[config.mk]
export PLATFORM = sky130hd
export DESIGN_NAME = divider_ctrl_flat
export DESIGN_NICKNAME = d
export VERILOG_FILES = /design/src/rtl/divider_ctrl_if.sv /design/src/rtl/divider_ctrl.sv /design/src/flat_wrapper.sv
export SDC_FILE = /design/constraint.sdc
export NUM_CORES = 1
export LEC_CHECK = 0
export ABC_AREA = 0
export CAP_MARGIN = 20
export CORE_MARGIN = 2
export CORE_UTILIZATION = 45
export DETAILED_ROUTE_END_ITERATION = 10
export GPL_ROUTABILITY_DRIVEN = 0
export HOLD_SLACK_MARGIN = 0.02
export PLACE_DENSITY = 0.74
export SETUP_SLACK_MARGIN = 0.2
export SYNTH_ARGS = -nofsm -noshare
export SYNTH_HDL_FRONTEND = slang
export SYNTH_SLANG_ARGS = --single-unit
[constraint.sdc]
create_clock -name clk -period 2.1 [get_ports clk]
set_clock_uncertainty 0.1 [all_clocks]
set_input_delay 0.315 -clock clk [delete_from_list [all_inputs] [get_ports clk]]
set_output_delay 0.315 -clock clk [all_outputs]
set_load 0.005 [all_outputs]
[src/rtl/divider_ctrl_if.sv]
// Divisor configuration handshake between a requester and divider_ctrl.
interface divider_ctrl_if #(
  parameter int unsigned WIDTH = 8
);
  logic             cfg_valid;
  logic [WIDTH-1:0] cfg_div;
  logic             cfg_ready;

  modport master (output cfg_valid, output cfg_div, input cfg_ready);
  modport slave  (input cfg_valid, input cfg_div, output cfg_ready);
endinterface

[src/rtl/divider_ctrl.sv]
// Programmable divide-by-D tick generator with start/stop, one-shot and boundary-safe divisor updates.
// Optional square-wave output sq_out enabled by defining DIVIDER_CTRL_DUTY50_EN.
module divider_ctrl #(
  parameter int unsigned WIDTH       = 8,
  parameter int unsigned DEFAULT_DIV = 4
) (
  input  logic             clk,
  input  logic             rst,
  input  logic             start,
  input  logic             stop,
  input  logic             oneshot,
  divider_ctrl_if.slave    cfg,
  output logic             tick,
  output logic             busy,
  output logic             done,
  output logic             err,
  output logic [WIDTH-1:0] count,
  output logic [WIDTH-1:0] div_active
`ifdef DIVIDER_CTRL_DUTY50_EN
  ,
  output logic             sq_out
`endif
);

  typedef enum logic [1:0] {
    IDLE     = 2'd0,
    RUN      = 2'd1,
    STOPPING = 2'd2
  } state_t;

  state_t           state_q, state_d;
  logic [WIDTH-1:0] count_q, count_d;
  logic [WIDTH-1:0] div_q, div_d;
  logic [WIDTH-1:0] pend_q, pend_d;
  logic             pend_v_q, pend_v_d;
  logic             oneshot_q, oneshot_d;
  logic             done_q, done_d;
  logic             err_q, err_d;

  logic wrap;
  logic cfg_ready_int;
  logic cfg_fire;
  logic cfg_legal;

  // State register
  always_ff @(posedge clk) begin
    if (rst) begin
      state_q   <= IDLE;
      count_q   <= '0;
      div_q     <= WIDTH'(DEFAULT_DIV);
      pend_q    <= '0;
      pend_v_q  <= 1'b0;
      oneshot_q <= 1'b0;
      done_q    <= 1'b0;
      err_q     <= 1'b0;
    end else begin
      state_q   <= state_d;
      count_q   <= count_d;
      div_q     <= div_d;
      pend_q    <= pend_d;
      pend_v_q  <= pend_v_d;
      oneshot_q <= oneshot_d;
      done_q    <= done_d;
      err_q     <= err_d;
    end
  end

  // Next-state, counter and configuration logic
  always_comb begin
    state_d   = state_q;
    count_d   = count_q;
    div_d     = div_q;
    pend_d    = pend_q;
    pend_v_d  = pend_v_q;
    oneshot_d = oneshot_q;
    done_d    = 1'b0;
    err_d     = 1'b0;

    wrap          = (state_q != IDLE) && (count_q == (div_q - WIDTH'(1)));
    cfg_ready_int = !rst && ((state_q == IDLE) || !pend_v_q);
    cfg_fire      = cfg.cfg_valid && cfg_ready_int;
    cfg_legal     = (cfg.cfg_div >= WIDTH'(2));
    err_d         = cfg_fire && !cfg_legal;

    case (state_q)
      IDLE: begin
        count_d  = '0;
        pend_v_d = 1'b0;
        if (cfg_fire && cfg_legal) begin
          div_d = cfg.cfg_div;
        end
        if (start) begin
          state_d   = RUN;
          oneshot_d = oneshot;
        end
      end
      default: begin
        count_d = wrap ? '0 : count_q + WIDTH'(1);
        // Pending set on an earlier cycle is applied at this period boundary
        if (wrap && pend_v_q) begin
          div_d    = pend_q;
          pend_v_d = 1'b0;
        end
        if (cfg_fire && cfg_legal) begin
          pend_d   = cfg.cfg_div;
          pend_v_d = 1'b1;
        end
        if (wrap && ((state_q == STOPPING) || stop || oneshot_q)) begin
          state_d  = IDLE;
          count_d  = '0;
          div_d    = div_q;
          pend_v_d = 1'b0;
          done_d   = 1'b1;
        end else if ((state_q == RUN) && stop) begin
          state_d = STOPPING;
        end
      end
    endcase
  end

  assign tick          = !rst && wrap;
  assign busy          = !rst && (state_q != IDLE);
  assign done          = !rst && done_q;
  assign err           = !rst && err_q;
  assign count         = count_q;
  assign div_active    = div_q;
  assign cfg.cfg_ready = cfg_ready_int;

`ifdef DIVIDER_CTRL_DUTY50_EN
  // High phase is ceil(D/2) cycles; one extra bit avoids overflow at D = 2^WIDTH-1
  logic [WIDTH:0] half_period;
  assign half_period = ((WIDTH+1)'(div_q) + (WIDTH+1)'(1)) >> 1;
  assign sq_out      = !rst && (state_q != IDLE) && ((WIDTH+1)'(count_q) < half_period);
`endif

endmodule

[src/flat_wrapper.sv]
// flat-port wrapper written by rule: the top's interface ports become plain ports
module divider_ctrl_flat 
#(
  parameter int unsigned WIDTH       = 8,
  parameter int unsigned DEFAULT_DIV = 4
)
  (clk, rst, start, stop, oneshot, tick, busy, done, err, count, div_active, cfg_cfg_valid, cfg_cfg_div, cfg_cfg_ready);
  divider_ctrl_if #(.WIDTH(WIDTH)) cfg_i ();
  input  logic clk;
  input  logic rst;
  input  logic start;
  input  logic stop;
  input  logic oneshot;
  output logic tick;
  output logic busy;
  output logic done;
  output logic err;
  output logic [WIDTH-1:0] count;
  output logic [WIDTH-1:0] div_active;
  input wire logic [$bits(cfg_i.cfg_valid)-1:0] cfg_cfg_valid;
  input wire logic [$bits(cfg_i.cfg_div)-1:0] cfg_cfg_div;
  output wire logic [$bits(cfg_i.cfg_ready)-1:0] cfg_cfg_ready;
  assign cfg_i.cfg_valid = cfg_cfg_valid;
  assign cfg_i.cfg_div = cfg_cfg_div;
  assign cfg_cfg_ready = cfg_i.cfg_ready;
  divider_ctrl #(.WIDTH(WIDTH), .DEFAULT_DIV(DEFAULT_DIV)) u_core (.clk(clk), .rst(rst), .start(start), .stop(stop), .oneshot(oneshot), .cfg(cfg_i), .tick(tick), .busy(busy), .done(done), .err(err), .count(count), .div_active(div_active));
endmodule
* After elaboration in Yosys (flattened, before gate mapping) *
Index checks and enable logic that the tools add are counted.
Widths: inputs -> output; s select.

storage, ports and cells
  flip-flop bits (word level) = 30
  latch bits = 0
  RAM bits = 0
  ROM bits = 0
  logic and storage cells = 59
  memories kept = 0

operators by class
  $add $sub $neg = 2
  multipliers = 0
  div/mod/pow operators = 0
  magnitude comparators = 1
  equal/unequal tests = 6
  shift operators = 0
  muxes and demuxes = 11
  bitwise gates (word level) = 1
  reductions and logical operators = 30

operators with widths
  kind                 count
  $mux 8               4
  $logic_and 1x1->1    12
  $add 8x1->8 const B  1
  $eq 8x8->1           1
  $ge 8x2->1 const B   1
  $mux 2               4
  $sub 8x1->8 const B  1
  $reduce_and 2->1     3
  $reduce_bool 2->1    3
  $ne 2x2->1 const B   2
  $reduce_or 4->1      1
  $logic_not 1->1      3
  $logic_or 1x1->1     3
  $mux 1               3
  $reduce_and 3->1     1
  $reduce_bool 3->1    1
  $reduce_or 3->1      1
  $eq 2x1->1 const B   1
  $eq 2x2->1 const B   1
  $logic_not 2->1      1
  $ne 2x1->1 const B   1
  $reduce_or 2->1      1
  $not 1->1            1

* Longest topological paths before layout *
Gate-level depths: netlist (run 1).

  depth in word-level cells = 7
  mapped depth = 12
  gate-level depth less buffers = 8

* Worst setup path before layout (run 1) *
Ideal clock, no wire load.

  path kind = register to output
  start point = register u_core.div_q[0], in the netlist u_core.div_active[0]
  end point = output tick
  arrival = 1.981 ns
  required time = 1.685 ns
  path slack = -0.296 ns
  cell stages (with the launch flop) = 11
  path through = dfxtp_1 buf_2 inv_1 ha_1 clkbuf_1 xnor3_1 a32oi_1 a2111oi_2 o21ai_2 buf_6 nor3_1

between the ends
  word-level cells in the longest chain between the ends = 4

ends and longest elaborated chain
  element                 line                 RTL
  start, declared         divider_ctrl.sv:33   logic [WIDTH-1:0] div_q, div_d;
  start signal, assigned  divider_ctrl.sv:50   div_q <= WIDTH'(DEFAULT_DIV);
  start signal, assigned  divider_ctrl.sv:59   div_q <= div_d;
  $sub 8x1->8             divider_ctrl.sv:79   wrap = (state_q != IDLE) && (count_q == (div_q - WIDTH'(1)));
  $eq 8x8->1              divider_ctrl.sv:79
  $logic_and 1x1->1       divider_ctrl.sv:79
  $logic_and 1x1->1       divider_ctrl.sv:121  assign tick = !rst && wrap;
  end, declared           flat_wrapper.sv:14   output logic tick;

No other way between the ends.

* Worst setup path in the final report (run 1) *
  start point = register u_core.div_q[1], in the netlist u_core.div_active[1]
  end point = output tick

Same word-level chain as after synthesis.

==> reports/qor.yml, run 1 <==
outcome: "complete, but fails checks"
violations: "setup timing"
tightestPinTransition_ps: 314
slew_headroom_pct: 79.0
holdPathEnd: "u_core.pend_q[1]"
start_util_pct: 46.5
wirelength_mm: 4.95
final_nets: 304
synth-xor-area-share_pct: 8.52
startpoint_type: "register"
rr_startpoint: "u_core.div_active[1]"
setup_viol: 20
cp_data_arrival_time_ps: 2060
antenna_left: 0
slew_viol_final: 0
n_antenna_cell: 0
worstHoldStart: "cfg_cfg_div[1]"
cts_tree: "done"
powerDensity_mw_per_mm2: 612
worst_r2r_endpoint: "u_core.div_active[6]"
fp.coreArea_mm2: 0.00366
worst_slack_ps: -372
final_util_pct: 77.0
cts_buffers: 5
yosys.area_share.simple_pct: 30.8
reg2reg_setup_slack_ps: -360
fin_crit_ps: 2470
async_reset_ff_share_pct: 0
post_drt_wl_per_cell_um: 14.7
hold_viol: 0
internal_power_mw: 1.20
yosysSeqAreaShare_pct: 35.3
synth.distinct_cells: 44
rr_worst_depth: 11
die_w_um: 65.5
path_max_fanout: 2
worst-endpoint-required_ps: 1680
seq_power_share_pct: 37.4
synth-edff-count: 0
p_leak_nw: 1.14
power.share.clock_pct: 28.2
layout-drive-gt1-share_pct: 34.6
hold_class: "input port to register"
clk-insertion-delay-late_ps: 290
synth_top_area_share_pct: 35.3
synth_fa_ha_area_share_pct: 1.47
synth_nets: 218
ys_ff_latch: 30
dr.first_iter.drc_count: 93
netlist_instances: 202
p_switching_mw: 0.531
whs_ps: 348
grt_max_degree: 16
io_buffers: 34
crit_path_end_kind: "output port"
whs_path_depth: 4
rsz0062_at_grt: "yes"
synth-compound-area-share_pct: 10.1
clk_pin_slew_worst_paths_ps: 60
synth_top_area_cell: "dfxtp_1"
grt_pass1_wl_mm: 8.07
grt_pass1_vias: 1777
ir_drop_mv: 0.411
track_usage_pct: 24.5
synth_area_per_cell_um2: 8.43
critPathKind: "register to output port"
cts_sinks: 30
cts_root_buf: "clkbuf_8"
avgViaCountPerCell: 5.46
syn_area_mm2: 0.00170
syn2layout_area_growth_pct: 65.5
htreeDepth: 2
overflow: 0
max_freq_mhz: 404
first_pass_iters: 5
p_sw_share_pct: 30.7
synth-main-ff-cell: "dfxtp_1"
antenna_found_initial: 0
synth_top_family_by_area: "simple AND/OR/NAND/NOR gates"
vias: 1840
power_frac_comb_pct: 34.4
drc: 0
die_y_um: 65.5
synthMuxAreaShare_pct: 9.48
die-area_mm2: 0.00429
drv_cap: 0
ys_top_cells_by_area: "dfxtp_1 (35%), mux2i_1 (8.8%), nand3_1 (7.1%)"
rows: 22
holdBufCountCts: 0
place_hpwl_mm: 3.29
yosysWarnings: 0
min_period_over_period_pct: 118
ioPinCount: 35
clk_path_buf_depth: 2
[how the worst max path moves through the flow]
stage,from,to,slack (ps),cells after the start
floorplan,u_core.div_active[0],u_core.div_active[6],-200,10
global placement,u_core.div_active[1],tick,-500,8
detailed placement,u_core.div_active[1],tick,-590,8
CTS,u_core.div_active[2],tick,-350,7
global route,u_core.div_active[2],tick,-430,7
finish,u_core.div_active[1],tick,-370,8
[layout make-up]
type	instances	area (µm²)
repair buffers	91	836
fillers	253	842
clock inverters	1	5.00
inverters	5	18.8
clock buffers	7	86.3
multi-input cells	155	1200
flip-flops and latches	30	612
well taps	48	60.1
[Yosys cell counts, types with 4 or more instances]
| master | instances |
|---|---|
| a21oi_1 | 5 |
| a31oi_1 | 4 |
| clkbuf_1 | 8 |
| dfxtp_1 | 30 |
| inv_1 | 5 |
| mux2i_1 | 15 |
| nand2_1 | 8 |
| nand3_1 | 24 |
| nand4_1 | 8 |
| nor2_1 | 21 |
| nor3_1 | 5 |
| or3_1 | 14 |
| xnor2_1 | 7 |
| xor2_1 | 7 |
[critical path: stages, from the launching register on]
cell	delay, ps
dfxtp_4	350
inv_2	40
ha_4	220
xnor2_1	140
a311o_1	320
a2111oi_4	260
o21ai_2	150
nor3_2	150
buf_2	140
[power groups by stage]
stage | registers (mW) | logic (mW) | clock network, mW
finish | 0.647 | 0.593 | 0.487
global route | 0.652 | 0.642 | 0.528
CTS | 0.644 | 0.545 | 0.489
detailed placement | 0.653 | 0.499 | 0
global placement | 0.650 | 0.486 | 0
floorplan | 0.659 | 0.246 | 0
[per-stage QoR]
step	worst slack, ps	total power, mW	setup TNS (ps)	std cells	cell area [µm²]
3_5_place_dp	-586	1.15	-7820	319	2430
5_1_grt	-432	1.82	-6750	337	2820
6_report	-372	1.73	-6000	337	2820
4_1_cts	-348	1.68	-1660	332	2630
3_3_place_gp	-504	1.14	-5980	319	2430
2_1_floorplan	-197	0.905	-2760	202	1730
[flip-flops by register name (all words and copies together) (netlist names)]
register           cells
u_core.count           8
u_core.div_active      8
u_core.done_q          1
u_core.err_q           1
u_core.oneshot_q       1
u_core.pend_q          8
u_core.pend_v_q        1
u_core.state_q         2
[cells by family (layout without fill, tap and decap cells)]
family | count (synthesis) | after routing
simple gates | 98 | 98
compound gates | 24 | 24
flops | 30 | 30
buf+inv | 17 | 104
mux | 16 | 16
xor+xnor | 15 | 15
fa+ha+maj | 2 | 2
[layer usage]
layer	up-vias	track usage, %	wire (µm)
met3	17	5.31	178
met4	0	10.2	195
met1	862	28.4	2030
met5	-	0	0
met2	54	43.4	2550
li1	907	-	-
[placed cells by master (no fill, tap or decap), types with 2 or more instances in the layout]
cell and count:
a21o_1 2, a21oi_1 3, a21oi_2 2, a31oi_1 4, and3_1 2, buf_12 2
buf_4 47, buf_6 6, clkbuf_8 6, clkdlybuf4s50_1 30, dfxtp_1 25, dfxtp_2 3
dfxtp_4 2, dlygate4sd2_1 2, inv_1 3, inv_2 2, mux2i_1 15, nand2_1 6
nand2b_1 2, nand3_1 22, nand3_2 2, nand4_1 8, nor2_1 14, nor2_4 6
nor2b_1 2, nor3_1 3, nor3_2 2, o21ai_0 2, or3_1 13, xnor2_1 7
xor2_1 7
[timing repair]
item                       4_1_cts  5_1_grt
setup endpoints to repair       33       30
gates cloned                     2        1
buffers inserted                 3        4
gates resized for setup         24       31
pin swaps                        9       18
Note: power is estimated with default switching activity, not from simulation.
==> run 2, diff against run 1 <==
--- a/config.mk
+++ b/config.mk
@@ -6,13 +6,14 @@
 export NUM_CORES = 1
 export LEC_CHECK = 0
 export ABC_AREA = 0
+export ABC_CLOCK_PERIOD_IN_PS = 3180
 export CAP_MARGIN = 20
 export CORE_MARGIN = 2
 export CORE_UTILIZATION = 45
 export DETAILED_ROUTE_END_ITERATION = 10
 export GPL_ROUTABILITY_DRIVEN = 0
 export HOLD_SLACK_MARGIN = 0.02
-export PLACE_DENSITY = 0.74
+export PLACE_DENSITY = 0.72
 export SETUP_SLACK_MARGIN = 0.2
 export SYNTH_ARGS = -nofsm -noshare
 export SYNTH_HDL_FRONTEND = slang
==> constraint.sdc (replaced) <==
create_clock -name clk -period 3.18 [get_ports clk]
set_clock_uncertainty 0.1 [all_clocks]
set_input_delay 0.477 -clock clk [delete_from_list [all_inputs] [get_ports clk]]
set_output_delay 0.477 -clock clk [all_outputs]
set_load 0.005 [all_outputs]
==> reports/qor.yml, run 2 (same netlist as run 1, synthesis figures left out) <==
outcome: "complete, no violations"  # was complete, but fails checks
dr.first_iter.drc_count: 92  # was 93
io_buffers: 34  # unchanged
overflow: 0  # unchanged
htreeDepth: 2  # unchanged
clk_pin_slew_worst_paths_ps: 60  # about the same
layout-drive-gt1-share_pct: 10.4  # was 34.6%
cts_setup_buffers: 0  # was 3
grtUsageMet1_pct: 27.9  # was 28.4%
drv_cap: 0  # unchanged
min_period_over_period_pct: 85.6
dp.cells: 280  # was 319
hold_class: "register to register"  # was input port to register
worstHoldStart: "u_core.oneshot_q"  # was cfg_cfg_div[1]
max_freq_mhz: 368
startpoint_type: "register"  # unchanged
post_drt_wl_per_cell_um: 13.3  # was 14.7 µm
mostFrequentLayoutCell: "clkdlybuf4s50_1"  # was buf_4
whs_ps: 357  # was 348 ps
avgViaCountPerCell: 5.42  # was 5.46
grtUsageMet2_pct: 30.4  # was 43.4%
tns_ps: 0  # was -6000 ps
slew_headroom_pct: 52.7  # was 79.0%
ioPinCount: 35  # unchanged
first_pass_iters: 4  # was 5
clk-insertion-delay-late_ps: 280  # was 290 ps
p_leak_nw: 0.845  # was 1.14 nW
mostFrequentLayoutCells: "clkdlybuf4s50_1 (33), dfxtp_1 (29), nand3_1 (24)"  # was buf_4 (47), clkdlybuf4s50_1 (30), dfxtp_1 (25)
final_util_pct: 60.8  # was 77.0%
tightestPinTransition_ps: 706  # was 314 ps
reg2reg_setup_slack_ps: 880  # was -360 ps
die-area_mm2: 0.00429  # unchanged
start_util_pct: 46.5  # unchanged
place_hpwl_mm: 2.78  # was 3.29 mm
worst-endpoint-required_ps: 2600  # was 1680 ps
n_antenna_cell: 0  # unchanged
cp_data_arrival_time_ps: 2140  # was 2060 ps
holdBufCountCts: 0  # unchanged
rr_worst_depth: 9  # was 11
critPathKind: "register to output port"  # unchanged
drc: 0  # unchanged
rows: 22  # unchanged
rsz0062_at_grt: "no"  # was yes
cts_resized: 5  # was 24
final_nets: 255  # was 304
path_max_fanout: 8  # was 2
fp.coreArea_mm2: 0.00366  # unchanged
worst_r2r_endpoint: "u_core.div_active[1]"  # was u_core.div_active[6]
vias: 1562  # was 1840
syn2layout_area_growth_pct: 30.8  # was 65.5%
crit_path_end_kind: "output port"  # unchanged
cts_tree: "done"  # unchanged
cts_buffers: 5  # unchanged
holdPathEnd: "u_core.oneshot_q"  # was u_core.pend_q[1]
grt_util_met3_pct: 5.31  # unchanged
rr_startpoint: "u_core.div_active[1]"  # unchanged
grt_pass1_vias: 1409  # was 1777
clk_path_buf_depth: 2  # unchanged
antenna_left: 0  # unchanged
hold_viol: 0  # unchanged
grt_pass1_wl_mm: 6.66  # was 8.07 mm
die_w_um: 65.5  # unchanged
antenna_found_initial: 0  # unchanged
setup_viol: 0  # was 20
slew_viol_final: 0  # unchanged
fin_crit_ps: 2720
instances_no_fill: 288  # was 337
wirelength_mm: 3.82  # was 4.95 mm
grt_max_degree: 24  # was 16
powerDensity_mw_per_mm2: 465  # was 612 mW/mm²
whs_path_depth: 2  # was 4
die_y_um: 65.5  # unchanged
cts_root_buf: "clkbuf_8"  # unchanged
track_usage_pct: 20.4  # was 24.5%
ir_drop_mv: 0.289  # was 0.411 mV
busiest_layer: "met2"  # unchanged
cts_sinks: 30  # unchanged
[run 2: cell types whose count changed in the layout (fill, tap and decap cells not counted), sizes merged]
cell,change
dlymetal6s2s,-1
clkdlybuf4s50,+3
buf,-49
dlygate4sd2,-1
clkinv,-1
[run 2: worst max path at each step]
stage / start / end / slack [ps] / cells after the start
final: u_core.div_active[1] / tick / 460 / 8
after global routing: u_core.div_active[3] / tick / 320 / 6
after CTS: u_core.div_active[1] / tick / 440 / 8
after detailed placement: u_core.div_active[1] / tick / 260 / 8
after global placement: u_core.div_active[1] / tick / 330 / 8
after floorplan: u_core.div_active[0] / tick / 620 / 10
[run 2: layout make-up]
class                      instances  area (µm²)
fill                             319        1430
inverter                           5        18.8
tap                               48        60.1
sequential                        30         604
clock buffer                       8         110
timing repair buffer              42         399
multi-input combinational        155        1030
[run 2: routing by layer]
| layer | vias up | routed length (µm) |
|---|---|---|
| li1 | 802 | - |
| met1 | 707 | 1890 |
| met2 | 48 | 1660 |
| met3 | 5 | 201 |
| met4 | 0 | 70 |
| met5 | - | 0 |
[run 2: per-stage QoR]
| step | instance area (µm²) | total power [mW] | setup WS, ps |
|---|---|---|---|
| final | 2230 | 1.04 | 459 |
| after global routing | 2230 | 1.10 | 322 |
| after CTS | 2230 | 1.05 | 442 |
| after detailed placement | 2110 | 0.684 | 262 |
| after global placement | 2110 | 0.682 | 331 |
| after floorplan | 1700 | 0.589 | 622 |
[run 2: report_power, final]
group	internal (mW)	leakage, nW	switching (mW)
logic	0.129	0.543	0.117
registers	0.400	0.245	0.0331
clock network	0.218	0.0575	0.139
[run 2: worst max-delay path, cell delays in order, from the launching register on]
cell and delay [ps]:
dfxtp_4 370, inv_1 60, ha_2 260, xnor2_1 120
a311o_1 280, a2111oi_2 240, o21ai_2 130, nor3_2 150
dlygate4sd2_1 260
